<file path="src/rtl/arm_pipe_pkg.sv">
// rtl/arm_pipe_pkg.sv - shared pipeline types and constants for the IF/ID boundary
package arm_pipe_pkg;

   localparam int XLEN = 32;
   localparam logic [XLEN-1:0] NOP_INSTR = 32'h0;

   // pc/instruction pair carried between pipeline stages
   typedef struct packed {
      logic [XLEN-1:0] pc;
      logic [XLEN-1:0] instruction;
   } pc_inst_t;

endpackage

</file>
<file path="src/rtl/queue_ptr.sv">
// rtl/queue_ptr.sv - wrapping queue pointer with increment and clear
module queue_ptr #(
   parameter int PTR_W = 2
) (
   input  logic             clk,
   input  logic             rst,
   input  logic             clr,
   input  logic             inc,
   output logic [PTR_W-1:0] ptr
);

   // pointer wraps naturally at 2**PTR_W; clear (flush) returns it to slot 0
   always_ff @(posedge clk) begin
      if (rst || clr)
         ptr <= '0;
      else if (inc)
         ptr <= ptr + 1'b1;
   end

endmodule

</file>
<file path="src/rtl/if_id_inst_queue.sv">
// rtl/if_id_inst_queue.sv - fetch-to-decode instruction FIFO; IF_ID_QUEUE_STATS_EN adds flush_drop_count
module if_id_inst_queue
   import arm_pipe_pkg::*;
#(
   parameter int DEPTH = 4,
   parameter int PTR_W = $clog2(DEPTH)
) (
   input  logic            clk,
   input  logic            rst,
   input  logic            flush,
   input  logic            if_valid,
   input  logic [XLEN-1:0] if_pc,
   input  logic [XLEN-1:0] if_instruction,
   output logic            full,
   input  logic            id_ready,
   output logic            id_valid,
   output logic [XLEN-1:0] id_pc,
   output logic [XLEN-1:0] id_instruction
`ifdef IF_ID_QUEUE_STATS_EN
   ,
   output logic [15:0]     flush_drop_count
`endif
);

   localparam logic [PTR_W:0] FULL_CNT = (PTR_W+1)'(DEPTH);

   pc_inst_t         mem [DEPTH];
   logic [PTR_W-1:0] wr_ptr;
   logic [PTR_W-1:0] rd_ptr;
   logic [PTR_W:0]   count;
   logic             push;
   logic             pop;
   pc_inst_t         head;

   // status comes from the registered count only, so freeze has no path from if_valid/id_ready
   assign full     = (count == FULL_CNT);
   assign id_valid = (count != '0);

   // a full queue refuses fetch even when decode drains this cycle; flush cancels both sides
   assign push = if_valid & ~full & ~flush;
   assign pop  = id_valid & id_ready & ~flush;

   queue_ptr #(.PTR_W(PTR_W)) u_wr_ptr (
      .clk (clk),
      .rst (rst),
      .clr (flush),
      .inc (push),
      .ptr (wr_ptr)
   );

   queue_ptr #(.PTR_W(PTR_W)) u_rd_ptr (
      .clk (clk),
      .rst (rst),
      .clr (flush),
      .inc (pop),
      .ptr (rd_ptr)
   );

   // storage write; contents are don't-care until count covers them
   always_ff @(posedge clk) begin
      if (push)
         mem[wr_ptr] <= '{pc: if_pc, instruction: if_instruction};
   end

   // occupancy tracks push/pop; simultaneous push and pop leave it unchanged
   always_ff @(posedge clk) begin
      if (rst || flush)
         count <= '0;
      else if (push && !pop)
         count <= count + 1'b1;
      else if (pop && !push)
         count <= count - 1'b1;
   end

   assign head = mem[rd_ptr];

   // decode sees the head entry, or a NOP with pc 0 when the queue is empty
   always_comb begin
      id_pc          = '0;
      id_instruction = NOP_INSTR;
      if (id_valid) begin
         id_pc          = head.pc;
         id_instruction = head.instruction;
      end
   end

`ifdef IF_ID_QUEUE_STATS_EN
   logic [16:0] drop_sum;

   assign drop_sum = {1'b0, flush_drop_count} + 17'(count);

   // accumulate instructions thrown away by flushes, saturating at all-ones
   always_ff @(posedge clk) begin
      if (rst)
         flush_drop_count <= '0;
      else if (flush)
         flush_drop_count <= drop_sum[16] ? 16'hFFFF : drop_sum[15:0];
   end
`endif

endmodule
</file>
<file path="config.mk">
export PLATFORM = sky130hd
export DESIGN_NAME = if_id_inst_queue
export DESIGN_NICKNAME = d
export VERILOG_FILES = /design/src/rtl/arm_pipe_pkg.sv /design/src/rtl/queue_ptr.sv /design/src/rtl/if_id_inst_queue.sv
export SDC_FILE = /design/constraint.sdc
export NUM_CORES = 1
export LEC_CHECK = 0
export CORE_AREA = 2 2 161 163
export DETAILED_ROUTE_END_ITERATION = 6
export DIE_AREA = 0 0 163 165
export DONT_BUFFER_PORTS = 1
export SETUP_SLACK_MARGIN = 0.1
export SYNTH_ARGS = -nofsm -noshare
export SYNTH_HDL_FRONTEND = slang
export SYNTH_SLANG_ARGS = --single-unit
export TNS_END_PERCENT = 10
</file>
<file path="constraint.sdc">
create_clock -name clk -period 2.93 [get_ports clk]
set_input_delay 0.586 -clock clk [delete_from_list [all_inputs] [get_ports clk]]
set_output_delay 0.586 -clock clk [all_outputs]
set_load 0.05 [all_outputs]
</file>
==> results.yml <==
outcome:
  outcome: "completed"
power_and_ir_drop:
  seqPwrFrac_pct: 54.4
  p_int_w: 0.00608
  irDropWorstVdd_mv: 0.480
  switching_share_pct: 22.0
  power_frac_comb_pct: 7.3
  p_leak_nw: 3.65
  power_density_nw_per_um2: 669
  p_sw_w: 0.00171
  p_total_w: 0.00779
  p_clk_share_pct: 38.3
placed_design:
  port_buffers: 0
  place_congestion: 0.688
  dp_hpwl_um: 11200
  place_area_um2: 10700
critical_path:
  end_kind: "output pin"
  critPathKind: "reg -> out"
  r2r_cells: 8
  critPathRequiredTime_ns: 2.34
  path_max_fanout: 16
  critical_path.startpoint_type: "register"
  cp.arrival_ns: 2.15
sta:
  holdWs_ns: 0.153
  worst_clock_skew_ns: 0.0148
  fmax_mhz: 366
  slew_headroom_pct: 63.8
  final_hold_viol_count: 0
  rsz0062_at_grt: "yes"
  period_minus_slack_ns: 2.73
  setup_tns_ns: 0
  drv_slew: 0
  worst_pin_slew_ns: 0.547
  setup_viol: 0
  post-route-period-util_pct: 93.2
final_layout:
  design_area_um2: 11600
  area.growth.synth_to_final_pct: 13.9
  final_common_cell: "edfxtp_1"
  drive_gt1_share_pct: 37.0
  post-route-util_pct: 46.5
  nets: 562
  diodes: 0
  final_cell_mix: "edfxtp_1, mux4_2, and2_2, clkbuf_16"
synth:
  synth_area_per_cell_um2: 22.4
  post_synth_inst_count: 457
  synth.net_count: 532
  synth-simple-area-share_pct: 4.97
  yosysWarnings: 0
  syn_area_um2: 10200
  ys_ff_latch: 265
  async_flop_share_pct: 0
  synthAdderAreaFrac_pct: 0.807
  synth_xor_area_share_pct: 0.343
  ys_types: 30
  muxShareOfSynthArea_pct: 14.3
  synth_flop_cell: "edfxtp_1"
  synth_compound_area_share_pct: 0.502
  synth_top_family_by_area: "multiplexers"
  yosysSeqAreaShare_pct: 76.9
  synth_edf_count: 256
die:
  die_x_um: 163
  num_rows: 58
  start_util_pct: 40.8
  die_y_um: 165
  coreArea_um2: 25000
  io_pins: 135
  die_area_um2: 26900
global_route:
  grt.total_usage_pct: 13.7
  grt_max_degree: 40
  first_global_vias: 4692
  antenna_found_initial: 0
  grt_overflow: 0
  grt_pass1_wl_um: 27600
job:
  maxCapViolCount: 0
clocking:
  cts_tree: "built"
  root_buffer: "clkbuf_16"
  htreeDepth: 1
  clk_pin_slew_ns: 0.06
  clkLatencyLatePin_ns: 0.52
  numCtsBuffers: 27
  hold_buffers: 0
  cts_num_sinks: 265
  clock_path_buffers: 3
drt:
  first_pass_iters: 4
  vias: 4345
  route.detailed.drc: 0
  ant_nets: 0
  avgViaCountPerCell: 5.20
  wire_per_inst_um: 22.3
  drt_iter0_markers: 277
  drt-total-wl_um: 18700
min_path:
  min_path_cells: 0
  hold_path.class: "in -> reg"
-- flip-flops by register name, summed over array words and instances, names as in the netlist, named ones only --
name	count
u_rd_ptr.ptr	2
mem	256
u_wr_ptr.ptr	2
count	3
-- what timing repair did --
action                                  CTS  global route
cloned                                    0             1
setup buffers                             0             8
gates resized for setup                  74             2
endpoints found under the setup margin   60            53
-- critical path, stage by stage, from the launching register on --
cell     delay [ns]
dfxtp_4        0.45
buf_12         0.13
buf_16         0.17
mux4_1         0.60
and2_4         0.24
-- synthesized netlist by cell type, types with 4 or more instances --
library cell / count / area, µm²
edfxtp_1: 256 / 7690
and2_1: 64 / 400
mux4_2: 60 / 1350
dfxtp_1: 9 / 180
clkbuf_1: 8 / 30.0
buf_2: 7 / 35.0
buf_12: 6 / 120
nor2_1: 6 / 22.5
ha_1: 5 / 62.6
and3_1: 4 / 25.0
inv_1: 4 / 15.0
mux4_1: 4 / 105
xor2_1: 4 / 35.0
-- layer usage --
layer / vias to the layer above / track usage (%) / wire [µm]
met1: 2290 / 16.9 / 7410
met5: - / 0 / 0
li1: 1907 / - / -
met4: 0 / 3.90 / 443
met2: 119 / 23.4 / 9380
met3: 29 / 4.42 / 1420
-- final cells by class --
class	instances	area, µm²
Timing Repair Buffer	24	329
Multi-Input combinational cell	165	2250
Tap cell	330	413
Fill cell	2083	13400
Clock buffer	39	721
Sequential cell	265	7880
Inverter	4	15.0
Clock inverter	8	42.5
-- power by group through the flow --
stage / sequential [W] / clock (W) / combinational (W)
floorplan: 0.00431 / 0 / 0.000469
global placement: 0.00431 / 0 / 0.000532
detailed placement: 0.00432 / 0 / 0.000541
CTS: 0.00424 / 0.00309 / 0.000570
global route: 0.00424 / 0.00322 / 0.000602
finish: 0.00424 / 0.00298 / 0.000572
-- metrics by stage --
stage	instances	setup slack, ns
2_1_floorplan	457	0.00270
3_3_place_gp	779	0.548
3_5_place_dp	779	0.429
4_1_cts	826	0.0668
5_1_grt	835	0.0942
6_report	835	0.198
-- cells by family (layout without fill, tap and decap cells) --
family,after synthesis,after routing
XOR/XNOR,4,4
multiplexers,65,65
adder cells (fa/ha/maj),6,6
AO/OA/AOI/OAI,7,7
flip-flops,265,265
buffers and inverters,27,75
AND/OR/NAND/NOR,83,83
-- final timing paths --
check / slack (ns) / to / start
max: 0.20 / id_instruction[31] / register
max reg2reg: 0.53 / count[2] / count[0]
min reg2reg: 0.52 / u_rd_ptr.ptr[1] / u_rd_ptr.ptr[1]
min: 0.15 / mem[0][2] / if_instruction[2]
Note: power is estimated with default switching activity, not from simulation.
